File: src/rtl/core_pkg.sv
// Shared fetch-side constants, the IF/ID pipeline record and PC helpers.
package core_pkg;

  localparam int          XLEN             = 32;
  localparam logic [31:0] RESET_PC_DEFAULT = 32'h0000_0000;
  localparam logic [31:0] NOP_INSTR        = 32'h0000_0013;

  typedef struct packed {
    logic [31:0]     instr;
    logic [XLEN-1:0] pc;
    logic [XLEN-1:0] pc_plus4;
    logic            valid;
    logic            misalign;
  } if_id_t;

  // Instruction fetch is word-granular; the low two bits are dropped.
  function automatic logic [XLEN-1:0] pc_align(input logic [XLEN-1:0] pc);
    return {pc[XLEN-1:2], 2'b00};
  endfunction

  function automatic logic pc_misaligned(input logic [XLEN-1:0] pc);
    return |pc[1:0];
  endfunction

endpackage

File: src/rtl/fetch_stage_if.sv
// Fetch-stage signal bundle; StallCntF/FlushCntD exist only with FETCH_PERF_CNT_EN.
interface fetch_stage_if #(
  parameter int WIDTH = 32
);

  logic [WIDTH-1:0] PCNext;
  logic             StallF;
  logic             StallD;
  logic             FlushD;
  logic [31:0]      InstrF;
  logic [WIDTH-1:0] PCF;
  logic [WIDTH-1:0] PCPlus4F;
  logic [31:0]      InstrD;
  logic [WIDTH-1:0] PCD;
  logic [WIDTH-1:0] PCPlus4D;
  logic             ValidD;
  logic             MisalignD;
`ifdef FETCH_PERF_CNT_EN
  logic [31:0]      StallCntF;
  logic [31:0]      FlushCntD;
`endif

`ifdef FETCH_PERF_CNT_EN
  modport master (
    output PCNext, StallF, StallD, FlushD, InstrF,
    input  PCF, PCPlus4F, InstrD, PCD, PCPlus4D, ValidD, MisalignD,
    input  StallCntF, FlushCntD
  );
  modport slave (
    input  PCNext, StallF, StallD, FlushD, InstrF,
    output PCF, PCPlus4F, InstrD, PCD, PCPlus4D, ValidD, MisalignD,
    output StallCntF, FlushCntD
  );
`else
  modport master (
    output PCNext, StallF, StallD, FlushD, InstrF,
    input  PCF, PCPlus4F, InstrD, PCD, PCPlus4D, ValidD, MisalignD
  );
  modport slave (
    input  PCNext, StallF, StallD, FlushD, InstrF,
    output PCF, PCPlus4F, InstrD, PCD, PCPlus4D, ValidD, MisalignD
  );
`endif

endinterface

File: src/rtl/if_id_reg.sv
// IF/ID pipeline register: flush inserts a bubble and beats stall; stall holds.
module if_id_reg
  import core_pkg::*;
#(
  parameter logic [31:0] NOP = NOP_INSTR
) (
  input  logic   clk,
  input  logic   rst,
  input  logic   stall,
  input  logic   flush,
  input  if_id_t fetch_i,
  output if_id_t decode_o
);

  if_id_t ifid_d;
  if_id_t ifid_q;

  always_comb begin
    ifid_d = ifid_q;
    if (flush) begin
      // Bubble still carries the squashed PC so the slot is traceable.
      ifid_d.instr    = NOP;
      ifid_d.pc       = fetch_i.pc;
      ifid_d.pc_plus4 = fetch_i.pc_plus4;
      ifid_d.valid    = 1'b0;
      ifid_d.misalign = 1'b0;
    end else if (!stall) begin
      ifid_d = fetch_i;
    end
  end

  always_ff @(posedge clk or posedge rst) begin
    if (rst) begin
      ifid_q.instr    <= NOP;
      ifid_q.pc       <= '0;
      ifid_q.pc_plus4 <= '0;
      ifid_q.valid    <= 1'b0;
      ifid_q.misalign <= 1'b0;
    end else begin
      ifid_q <= ifid_d;
    end
  end

  assign decode_o = ifid_q;

endmodule

File: src/rtl/fetch_stage.sv
// RV32I instruction-fetch stage: PC register, +4 adder and IF/ID register.
// Optional performance counters are enabled by defining FETCH_PERF_CNT_EN.
module fetch_stage
  import core_pkg::*;
#(
  parameter int          WIDTH     = XLEN,
  parameter logic [31:0] RESET_PC  = RESET_PC_DEFAULT,
  parameter logic [31:0] NOP_INSTR = core_pkg::NOP_INSTR
) (
  input logic          clk,
  input logic          rst,
  fetch_stage_if.slave fif
);

  logic [WIDTH-1:0] pc_d;
  logic [WIDTH-1:0] pc_q;
  logic             misalign_d;
  logic             misalign_q;
  logic [WIDTH-1:0] pc_plus4;
  if_id_t           fetch_rec;
  if_id_t           decode_rec;

  assign pc_plus4 = pc_q + WIDTH'(4);

  // The misalign flag rides with PCF so it reaches IF/ID with its instruction.
  always_comb begin
    pc_d       = pc_q;
    misalign_d = misalign_q;
    if (!fif.StallF) begin
      pc_d       = pc_align(fif.PCNext);
      misalign_d = pc_misaligned(fif.PCNext);
    end
  end

  always_ff @(posedge clk or posedge rst) begin
    if (rst) begin
      pc_q       <= RESET_PC;
      misalign_q <= 1'b0;
    end else begin
      pc_q       <= pc_d;
      misalign_q <= misalign_d;
    end
  end

  always_comb begin
    fetch_rec          = '0;
    fetch_rec.instr    = fif.InstrF;
    fetch_rec.pc       = pc_q;
    fetch_rec.pc_plus4 = pc_plus4;
    fetch_rec.valid    = 1'b1;
    fetch_rec.misalign = misalign_q;
  end

  if_id_reg #(
    .NOP (NOP_INSTR)
  ) u_if_id_reg (
    .clk      (clk),
    .rst      (rst),
    .stall    (fif.StallD),
    .flush    (fif.FlushD),
    .fetch_i  (fetch_rec),
    .decode_o (decode_rec)
  );

  assign fif.PCF       = pc_q;
  assign fif.PCPlus4F  = pc_plus4;
  assign fif.InstrD    = decode_rec.instr;
  assign fif.PCD       = decode_rec.pc;
  assign fif.PCPlus4D  = decode_rec.pc_plus4;
  assign fif.ValidD    = decode_rec.valid;
  assign fif.MisalignD = decode_rec.misalign;

`ifdef FETCH_PERF_CNT_EN
  logic [31:0] stall_cnt_d;
  logic [31:0] stall_cnt_q;
  logic [31:0] flush_cnt_d;
  logic [31:0] flush_cnt_q;

  // Both counters wrap naturally at 2^32.
  always_comb begin
    stall_cnt_d = stall_cnt_q;
    flush_cnt_d = flush_cnt_q;
    if (fif.StallF) stall_cnt_d = stall_cnt_q + 32'd1;
    if (fif.FlushD) flush_cnt_d = flush_cnt_q + 32'd1;
  end

  always_ff @(posedge clk or posedge rst) begin
    if (rst) begin
      stall_cnt_q <= '0;
      flush_cnt_q <= '0;
    end else begin
      stall_cnt_q <= stall_cnt_d;
      flush_cnt_q <= flush_cnt_d;
    end
  end

  assign fif.StallCntF = stall_cnt_q;
  assign fif.FlushCntD = flush_cnt_q;
`endif

endmodule

File: src/flat_wrapper.sv
// flat-port wrapper written by rule: the top's interface ports become plain ports
module fetch_stage_flat import core_pkg::*;
#(
  parameter int          WIDTH     = XLEN,
  parameter logic [31:0] RESET_PC  = RESET_PC_DEFAULT,
  parameter logic [31:0] NOP_INSTR = core_pkg::NOP_INSTR
)
  (clk, rst, fif_PCNext, fif_StallF, fif_StallD, fif_FlushD, fif_InstrF, fif_PCF, fif_PCPlus4F, fif_InstrD, fif_PCD, fif_PCPlus4D, fif_ValidD, fif_MisalignD);
  fetch_stage_if #(.WIDTH(WIDTH)) fif_i ();
  input logic clk;
  input logic rst;
  input wire logic [$bits(fif_i.PCNext)-1:0] fif_PCNext;
  input wire logic [$bits(fif_i.StallF)-1:0] fif_StallF;
  input wire logic [$bits(fif_i.StallD)-1:0] fif_StallD;
  input wire logic [$bits(fif_i.FlushD)-1:0] fif_FlushD;
  input wire logic [$bits(fif_i.InstrF)-1:0] fif_InstrF;
  output wire logic [$bits(fif_i.PCF)-1:0] fif_PCF;
  output wire logic [$bits(fif_i.PCPlus4F)-1:0] fif_PCPlus4F;
  output wire logic [$bits(fif_i.InstrD)-1:0] fif_InstrD;
  output wire logic [$bits(fif_i.PCD)-1:0] fif_PCD;
  output wire logic [$bits(fif_i.PCPlus4D)-1:0] fif_PCPlus4D;
  output wire logic [$bits(fif_i.ValidD)-1:0] fif_ValidD;
  output wire logic [$bits(fif_i.MisalignD)-1:0] fif_MisalignD;
  assign fif_i.PCNext = fif_PCNext;
  assign fif_i.StallF = fif_StallF;
  assign fif_i.StallD = fif_StallD;
  assign fif_i.FlushD = fif_FlushD;
  assign fif_i.InstrF = fif_InstrF;
  assign fif_PCF = fif_i.PCF;
  assign fif_PCPlus4F = fif_i.PCPlus4F;
  assign fif_InstrD = fif_i.InstrD;
  assign fif_PCD = fif_i.PCD;
  assign fif_PCPlus4D = fif_i.PCPlus4D;
  assign fif_ValidD = fif_i.ValidD;
  assign fif_MisalignD = fif_i.MisalignD;
  fetch_stage #(.WIDTH(WIDTH), .RESET_PC(RESET_PC), .NOP_INSTR(NOP_INSTR)) u_core (.clk(clk), .rst(rst), .fif(fif_i));
endmodule
File: config.mk
export PLATFORM = sky130hd
export DESIGN_NAME = fetch_stage_flat
export DESIGN_NICKNAME = d
export VERILOG_FILES = /design/src/rtl/core_pkg.sv /design/src/rtl/fetch_stage_if.sv /design/src/rtl/if_id_reg.sv /design/src/rtl/fetch_stage.sv /design/src/flat_wrapper.sv
export SDC_FILE = /design/constraint.sdc
export NUM_CORES = 1
export LEC_CHECK = 0
export ABC_CLOCK_PERIOD_IN_PS = 9050
export CAP_MARGIN = 20
export CORE_ASPECT_RATIO = 2
export CORE_MARGIN = 4
export CORE_UTILIZATION = 40
export DETAILED_ROUTE_END_ITERATION = 16
export PLACE_DENSITY = 0.78
export SYNTH_ARGS = -nofsm -noshare
export SYNTH_HDL_FRONTEND = slang
export SYNTH_SLANG_ARGS = --single-unit
export TNS_END_PERCENT = 5
File: constraint.sdc
create_clock -name clk -period 9.05 [get_ports clk]
set_input_delay 1.81 -clock clk [delete_from_list [all_inputs] [get_ports clk]]
set_output_delay 1.81 -clock clk [all_outputs]
set_load 0.005 [all_outputs]
# [Word-level counts from Yosys, hierarchy flattened]
# Index checks and enable logic that the tools add are counted.
[word_totals] register_bits=129 in_bits=69 out_inout_bits=162 word_cells=12
[op_classes] add_sub_neg=1 eq_ne=1 n_mux=2 n_reduce_logical=1
[ops] cell="98-bit 2-to-1 mux" n=2
[ops] cell="32-bit by 3-bit adder with 32-bit output, second input constant" n=1
[ops] cell="2-bit by 1-bit != test with 1-bit output, second input constant" n=1
[ops] cell="2-bit OR reduction" n=1

# [Depth between registers and ports, before layout]
# Gate-level depths: netlist (run 1).
[logic_depth] depth_word=3 mapped_depth=8 depth_no_buf=5

# [Modules after synthesis]
# From an unflattened synthesis (run 1), not the netlist that was laid out.
[unflattened] hier_cells=403 hier_area_um2=5843.1
[modules_own_cells] mod="if_id_reg" n_inst=1 cells_each=247 area_per_inst_um2=4081.4 seq_area_each_um2=2456.1
[modules_own_cells] mod="fetch_stage" n_inst=1 cells_each=156 area_per_inst_um2=1761.7 seq_area_each_um2=775.7

# [Worst setup path after synthesis (run 1)]
# No wires, ideal clock.
[synth_path] path_kind="register -> output" startpoint="reg u_core.pc_q[10] (netlist: u_core.fif.PCF[10])" endpoint="out fif_PCPlus4F[29]" arrival_ns=1.834 required_time_ns=7.240 setup_slack_ns=5.406 stages_incl_launch_ff=8 path_cell_list="dfrtp_1 clkbuf_1 nand3_1 or3_4 buf_6 or4_4 nand2_1 buf_4"
[synth_via] elab_chain_cells=1
[synth_lines] element="from (decl)" line_no="fetch_stage.sv:16" text="logic [WIDTH-1:0] pc_q;"
[synth_lines] element="from (signal assigned)" line_no="fetch_stage.sv:40" text="pc_q <= pc_d;"
[synth_lines] element="32-bit by 3-bit adder with 32-bit output" line_no="fetch_stage.sv:23" text="assign pc_plus4 = pc_q + WIDTH'(4);"
[synth_lines] element="to (decl)" line_no="flat_wrapper.sv:18" text="output wire logic [$bits(fif_i.PCPlus4F)-1:0] fif_PCPlus4F;"
# No other way between the ends.

# [Final worst setup path (run 1)]
[layout_path] startpoint="reg u_core.pc_q[2] (netlist: u_core.fif.PCF[2])" endpoint="out fif_PCPlus4F[30]"
# The elaborated chain is that of the path after synthesis.

==> flow_summary.rst, run 1 <==
.. list-table::
   :header-rows: 1

   * - Metric
     - Value
   * - Status
     - completed
   * - Final period util
     - 58.4%
   * - Max-slew violation count
     - 0
   * - Die boundary height
     - 181 µm
   * - Sum of negative setup slack
     - 0 ns
   * - Area of the core region
     - 0.0145 mm²
   * - Static Leak
     - 3.72 nW
   * - Cell count after synthesis
     - 582
   * - Area of the die
     - 0.0170 mm²
   * - Number of nets at the end of the flow
     - 803
   * - Post-route DRC
     - 0
   * - Signal arrival time at the worst endpoint
     - 3.47 ns
   * - Largest fanout on the critical path
     - 15
   * - Commonest non-fill, non-tap cells in the layout
     - 220 x sky130_fd_sc_hd__clkdlybuf4s50_1, 122 x sky130_fd_sc_hd__dfrtp_1, 113 x sky130_fd_sc_hd__nand2_1, 55 x sky130_fd_sc_hd__nor2_1, 40 x sky130_fd_sc_hd__mux2_2
   * - Total number of placement rows
     - 62
   * - Maximum count of clock buffers along a single path
     - 2
   * - Combined area of all synthesized cells
     - 0.00596 mm²
   * - Count of yosys warnings during synthesis
     - 0
   * - Setup violation total in the final timing report
     - 0
   * - Final Routed Wirelength
     - 17.5 mm
   * - #FFs+latches synth
     - 125
   * - Highest clock frequency the design can meet
     - 189 MHz
   * - Min cycle time layout
     - 5.28 ns
   * - Final Worst Setup Slack
     - 3.77 ns
   * - Clock insertion delay at the later pin of the skew report
     - 0.41 ns
   * - All-layer global routing usage
     - 20.8%
   * - Largest clock skew in the final design
     - 0.0105 ns
   * - Max H-tree Level
     - 4
   * - Clock slew at reported path FFs
     - 0.05 ns
   * - Seq/Total Area, Yosys
     - 52.5%
   * - Initial core utilization
     - 41.1%
   * - Root buf cell
     - sky130_fd_sc_hd__clkbuf_16
   * - Initial DRC Count
     - 184
   * - Port-buffer cells
     - 222
   * - Critical path required time
     - 7.24 ns
   * - Area occupied by multi-input gates
     - 0.00220 mm²
   * - Post-detail-place hpwl
     - 13.3 mm
   * - Worst Path Class, Setup
     - flip-flop to output port
   * - Hold WC Path Type
     - flip-flop to flip-flop
   * - Sequential cell area
     - 0.00313 mm²
   * - Width of the die
     - 94.3 µm
   * - Most common cell after layout, fill and taps aside
     - sky130_fd_sc_hd__clkdlybuf4s50_1
   * - Number of maximum-capacitance violations
     - 0
   * - Number of placed I/O pins
     - 231
   * - Number of buffers inserted during clock tree synthesis
     - 17
   * - Share of synthesized flip-flops with an asynchronous set or reset
     - 100%
   * - Global placement routability congestion
     - 0.867
   * - Cells on Worst Hold Path
     - 2
   * - Detailed Routing Iterations Pass 1
     - 4
   * - # fillers
     - 1230
   * - Place WS
     - 4.19 ns
   * - Post-synthesis cell type count
     - 39
   * - Overall Power
     - 0.00171 W
   * - Post-route ant nets
     - 0
   * - Number of hold buffers added after CTS
     - 0
   * - Worst-case vdd ir drop
     - 0.137 mV
   * - Areal power density over the cells
     - 202 mW/mm²
   * - Residual overflow from global routing
     - 0
   * - Post-CTS Repair Setup Buffers
     - 0
   * - Maximum number of pins on one net before global-route repair
     - 68
   * - Via count of the first global-routing pass
     - 4968
   * - Wire length of the first global-routing pass
     - 27.1 mm
   * - TritonCTS clock tree
     - done
   * - Endpoints failing hold
     - 0
   * - Total number of vias
     - 4683
   * - Post-DR wirelength/cell
     - 18.6 µm
   * - Main synth FF type
     - sky130_fd_sc_hd__dfrtp_1
   * - Synthesized area per cell
     - 10.2 µm²
   * - Number of synthesized flops with an enable pin
     - 0
   * - Synthesis-to-finish area growth
     - 41.9%
   * - CTS sink count
     - 125
   * - CP Capture Type
     - output port
   * - Sort of element at the start of the critical path
     - flip-flop
   * - Vias per cell
     - 4.99
   * - Slew at the pin closest to its max-slew limit
     - 0.914 ns
   * - RSZ-0062 raised after global routing
     - false
   * - Antenna violations before repair
     - 2
   * - Cell count of the worst reg-to-reg path
     - 5
   * - Worst-case headroom to the max-slew limit
     - 38.9%
   * - CTS resizes
     - 0
   * - Share of layout cells above drive strength 1
     - 11.7%
-- Yosys cell counts (4+ instances only) --
cell | n | area [µm²]
sky130_fd_sc_hd__a31oi_1 | 14 | 87.6
sky130_fd_sc_hd__xor2_1 | 4 | 35.0
sky130_fd_sc_hd__o31ai_1 | 11 | 82.6
sky130_fd_sc_hd__and3_1 | 4 | 25.0
sky130_fd_sc_hd__or4_1 | 9 | 67.6
sky130_fd_sc_hd__nand4_1 | 8 | 50.1
sky130_fd_sc_hd__inv_1 | 6 | 22.5
sky130_fd_sc_hd__buf_1 | 6 | 22.5
sky130_fd_sc_hd__nand3_1 | 11 | 55.1
sky130_fd_sc_hd__nor2b_1 | 4 | 25.0
sky130_fd_sc_hd__mux2_2 | 40 | 450
sky130_fd_sc_hd__mux2i_1 | 30 | 300
sky130_fd_sc_hd__o21ai_0 | 7 | 35.0
sky130_fd_sc_hd__clkbuf_1 | 23 | 86.3
sky130_fd_sc_hd__xnor2_1 | 10 | 87.6
sky130_fd_sc_hd__nor2_1 | 55 | 206
sky130_fd_sc_hd__nand2_1 | 113 | 424
sky130_fd_sc_hd__buf_4 | 68 | 510
sky130_fd_sc_hd__and4_1 | 5 | 43.8
sky130_fd_sc_hd__dfrtp_1 | 122 | 3050
-- flip-flops by register name, summed over array words and instances, names as in the netlist --
register and count:
u_core.fif.PCF 30, u_core.misalign_q 1, u_core.u_if_id_reg.decode_o 94
-- through the flow --
step                      utilization (%)  cells  hold slack [ns]  area, µm²
after floorplan                         -    589            0.452       5990
after global placement               54.0    906            0.454       7840
after detailed placement             54.0    906            0.457       7840
after CTS                            58.3    938            0.471       8460
after global routing                 58.4    939            0.485       8470
final                                58.4    939            0.465       8470
-- worst max-delay path: stages (launching register included) --
cell and delay (ns):
sky130_fd_sc_hd__dfrtp_1 0.52, sky130_fd_sc_hd__ha_1 0.33, sky130_fd_sc_hd__and4_1 0.28, sky130_fd_sc_hd__nand4_1 0.60
sky130_fd_sc_hd__or4_1 0.74, sky130_fd_sc_hd__nand2_1 0.09, sky130_fd_sc_hd__clkdlybuf4s50_1 0.50
-- logic make-up after synthesis --
| logic type | share of synthesized area, % |
|---|---|
| other | 0.0629 |
| adder cells (fa/ha/maj) | 0.210 |
| XOR/XNOR | 2.06 |
| buffers and inverters | 11.2 |
| multiplexers | 12.6 |
| AND/OR/NAND/NOR | 17.1 |
| flip-flops | 52.5 |
| AO/OA/AOI/OAI | 4.30 |
-- where the power goes --
group | internal (W) | total [W] | switching, W
combinational | 0.000195 | 0.000320 | 0.000125
clock | 0.000464 | 0.000719 | 0.000255
sequential | 0.000617 | 0.000669 | 0.0000519
-- layout make-up --
cell class	count	share of cell area, %
well taps	192	2.84
inverters	6	0.296
flip-flops and latches	125	37.0
clock inverters	13	2.25
clock buffers	19	5.11
diodes	1	0.0296
repair buffers	226	26.5
multi-input cells	357	26.0
-- metal layers --
metal  wire length, µm  vias up  track usage (%)
met1              5910     2274             21.4
met2              9800      184             38.2
li1                  -     2177                -
met3               943       46             4.33
met4               839        2             10.9
met5                13        -                0
-- path summary, 6_finish.rpt --
check / start / to / slack, ns
max in group asynchronous: rst / u_core.u_if_id_reg.decode_o[56]$_DFFE_PP0P_ / 5.82
min in group asynchronous: rst / u_core.u_if_id_reg.decode_o[97]$_DFFE_PP0P_ / 1.89
setup reg to reg: u_core.fif.PCF[2]$_DFFE_PP0N_ / u_core.u_if_id_reg.decode_o[24]$_DFFE_PP0P_ / 6.29
setup / recovery: u_core.fif.PCF[2]$_DFFE_PP0N_ / fif_PCPlus4F[30] / 3.77
hold / removal: u_core.u_if_id_reg.decode_o[5]$_DFFE_PP0P_ / u_core.u_if_id_reg.decode_o[5]$_DFFE_PP0P_ / 0.47
hold reg to reg: u_core.u_if_id_reg.decode_o[5]$_DFFE_PP0P_ / u_core.u_if_id_reg.decode_o[5]$_DFFE_PP0P_ / 0.47
No activity file was read; power rests on OpenSTA's default activity.
==> inputs of run 2 (changes only) <==
--- a/config.mk
+++ b/config.mk
@@ -5,7 +5,7 @@
 export SDC_FILE = /design/constraint.sdc
 export NUM_CORES = 1
 export LEC_CHECK = 0
-export ABC_CLOCK_PERIOD_IN_PS = 9050
+export ABC_CLOCK_PERIOD_IN_PS = 5400
 export CAP_MARGIN = 20
 export CORE_ASPECT_RATIO = 2
 export CORE_MARGIN = 4
==> constraint.sdc (replaced) <==
create_clock -name clk -period 5.4 [get_ports clk]
set_input_delay 1.08 -clock clk [delete_from_list [all_inputs] [get_ports clk]]
set_output_delay 1.08 -clock clk [all_outputs]
set_load 0.005 [all_outputs]
==> run 2 against run 1 <==
Against the previous run:
- power is 65% higher
- largest power group unchanged
- global-route usage up 0.22 points
- via count fell by 0.34%
==> flow_summary.rst, run 2 (synthesized netlist as in run 1, its figures left out) <==
.. list-table::
   :header-rows: 1

   * - Metric
     - Value
   * - Vias per cell
     - 4.96 (-0.55%)
   * - Number of maximum-capacitance violations
     - 0 (unchanged)
   * - Post-route ant nets
     - 0 (unchanged)
   * - Area of the core region
     - 0.0145 mm² (unchanged)
   * - Residual overflow from global routing
     - 0 (unchanged)
   * - Maximum count of clock buffers along a single path
     - 2 (unchanged)
   * - Wire length of the first global-routing pass
     - 27.3 mm (+0.82%)
   * - # fillers
     - 1217 (-1.1%)
   * - Root buf cell
     - sky130_fd_sc_hd__clkbuf_16
   * - Max-slew violation count
     - 0 (unchanged)
   * - CTS sink count
     - 125 (unchanged)
   * - Worst hold margin
     - 0.465 ns (-0.000172 ns)
   * - Slew at the pin closest to its max-slew limit
     - 1.04 ns (+0.123 ns)
   * - Share of layout cells above drive strength 1
     - 12.0% (+0.39 points)
   * - Worst-case vdd ir drop
     - 0.218 mV (+59%)
   * - Largest clock skew in the final design
     - 0.00883 ns (-0.00170 ns)
   * - Max H-tree Level
     - 4 (unchanged)
   * - Hold WC Path Type
     - flip-flop to flip-flop
   * - Via count of the first global-routing pass
     - 4980 (+0.24%)
   * - Initial core utilization
     - 41.1% (unchanged)
   * - Sum of negative setup slack
     - 0 ns (unchanged)
   * - TritonCTS clock tree
     - done
   * - Overall Power
     - 0.00282 W (+65%)
   * - Post-CTS Repair Setup Buffers
     - 0 (unchanged)
   * - Static Leak
     - 3.71 nW (about the same)
   * - Post-detail-place hpwl
     - 13.1 mm (-2.0%)
   * - Post-route DRC
     - 0 (unchanged)
   * - Max layer used
     - met5
   * - Synthesis-to-finish area growth
     - 42.1%
   * - Critical path required time
     - 4.32 ns (-2.92 ns)
   * - Placed Instances
     - 907 (+0.11%)
   * - Final Routed Wirelength
     - 17.5 mm (-0.24%)
   * - Worst Path Class, Setup
     - flip-flop to output port
   * - Number of buffers inserted during clock tree synthesis
     - 17 (unchanged)
   * - Areal power density over the cells
     - 332 mW/mm² (+65%)
   * - Worst-case headroom to the max-slew limit
     - 30.8% (-8.1 points)
   * - Number of hold buffers added after CTS
     - 0 (unchanged)
   * - Status
     - completed
   * - Highest clock frequency the design can meet
     - 250 MHz
   * - Detailed Routing Iterations Pass 1
     - 4 (unchanged)
   * - Endpoints failing hold
     - 0 (unchanged)
   * - Port-buffer cells
     - 222 (unchanged)
   * - Setup violation total in the final timing report
     - 0 (unchanged)
   * - Detailed-route wire length on metal 1
     - 5.89 mm (-0.37%)
   * - Number of placed I/O pins
     - 231 (unchanged)
   * - CTS resizes
     - 0 (unchanged)
   * - Most common cell after layout, fill and taps aside
     - sky130_fd_sc_hd__clkdlybuf4s50_1
   * - CP Capture Type
     - output port
   * - Commonest non-fill, non-tap cells in the layout
     - 220 x sky130_fd_sc_hd__clkdlybuf4s50_1, 122 x sky130_fd_sc_hd__dfrtp_1, 113 x sky130_fd_sc_hd__nand2_1, 55 x sky130_fd_sc_hd__nor2_1, 40 x sky130_fd_sc_hd__mux2_2
   * - Area of the die
     - 0.0170 mm² (unchanged)
   * - Met3 wire length
     - 956 µm (+1.4%)
   * - Final period util
     - 74.2%
   * - Min cycle time layout
     - 4.01 ns
   * - Number of nets at the end of the flow
     - 804 (+0.12%)
   * - Placed cell area
     - 0.00786 mm² (+0.26%)
   * - Maximum number of pins on one net before global-route repair
     - 126 (+85%)
   * - Sort of element at the start of the critical path
     - flip-flop
   * - Total non-filler cell area in the finished layout
     - 0.00847 mm² (+0.10%)
   * - Number of flip-flops under the largest register name
     - 94 (unchanged)
   * - Total number of vias
     - 4667 (-0.34%)
   * - Die boundary height
     - 181 µm (unchanged)
   * - Post-DR wirelength/cell
     - 18.6 µm (-0.45%)
   * - Clock slew at reported path FFs
     - 0.06 ns (about the same)
   * - All-layer global routing usage
     - 21.0% (+0.22 points)
   * - Largest fanout on the critical path
     - 15 (unchanged)
   * - Initial DRC Count
     - 178 (-3.3%)
   * - Antenna violations before repair
     - 3 (+1)
   * - Total number of placement rows
     - 62 (unchanged)
   * - WL met2
     - 9.98 mm (+1.9%)
   * - Signal arrival time at the worst endpoint
     - 2.93 ns (-0.54 ns)
   * - Width of the die
     - 94.3 µm (unchanged)
   * - Global placement routability congestion
     - 0.865 (-0.28%)
   * - Count of placed standard cells in the final layout, fillers left out
     - 941 (+0.21%)
   * - Clock insertion delay at the later pin of the skew report
     - 0.41 ns (about the same)
   * - RSZ-0062 raised after global routing
     - false
-- run 2: routing by layer --
layer | GRT usage (%) | vias up
met5 | 0 | -
met4 | 10.7 | 2
met3 | 4.29 | 35
met2 | 39.0 | 182
met1 | 21.4 | 2266
li1 | - | 2182
-- run 2: power breakdown --
| group | internal, W | switching (W) |
|---|---|---|
| clock network | 0.000715 | 0.000442 |
| registers | 0.00103 | 0.0000888 |
| logic | 0.000328 | 0.000209 |
| total | 0.00208 | 0.000740 |
-- run 2: stage by stage --
stage | utilization (%) | worst slack (ns)
floorplan | - | 0.997
global placement | 54.2 | 1.85
detailed placement | 54.2 | 1.81
CTS | 58.4 | 1.37
global route | 58.4 | 1.22
finish | 58.4 | 1.39
-- run 2: critical path, cell delays in order (launching register included) --
cell                              delay, ns
sky130_fd_sc_hd__dfrtp_1               0.50
sky130_fd_sc_hd__ha_1                  0.31
sky130_fd_sc_hd__and4_1                0.29
sky130_fd_sc_hd__nand4_1               0.10
sky130_fd_sc_hd__buf_4                 0.21
sky130_fd_sc_hd__or4_1                 0.50
sky130_fd_sc_hd__nand2_1               0.09
sky130_fd_sc_hd__clkdlybuf4s50_1       0.52
-- run 2: layout make-up --
| class | instances | area (µm²) | area share [%] |
|---|---|---|---|
| Antenna cell | 2 | 5.00 | 0.0591 |
| Sequential cell | 125 | 3130 | 37.0 |
| Tap cell | 192 | 240 | 2.83 |
| Multi-Input combinational cell | 357 | 2200 | 26.0 |
| Inverter | 6 | 25.0 | 0.295 |
| Clock buffer | 19 | 453 | 5.34 |
| Clock inverter | 13 | 156 | 1.85 |
| Timing Repair Buffer | 227 | 2260 | 26.7 |
-- run 2: worst paths after layout --
kind	slack [ns]	cells past startpoint	endpoint	start
min	0.46	2	u_core.u_if_id_reg.decode_o[60]$_DFFE_PP0P_	u_core.u_if_id_reg.decode_o[60]$_DFFE_PP0P_
min in group asynchronous	1.21	3	u_core.u_if_id_reg.decode_o[68]$_DFFE_PP0P_	rst
max reg2reg	3.20	6	u_core.u_if_id_reg.decode_o[30]$_DFFE_PP0P_	u_core.fif.PCF[2]$_DFFE_PP0N_
min reg2reg	0.46	2	u_core.u_if_id_reg.decode_o[60]$_DFFE_PP0P_	u_core.u_if_id_reg.decode_o[60]$_DFFE_PP0P_
max	1.39	7	fif_PCPlus4F[22]	u_core.fif.PCF[2]$_DFFE_PP0N_
max in group asynchronous	3.73	3	u_core.fif.PCF[23]$_DFFE_PP0N_	rst
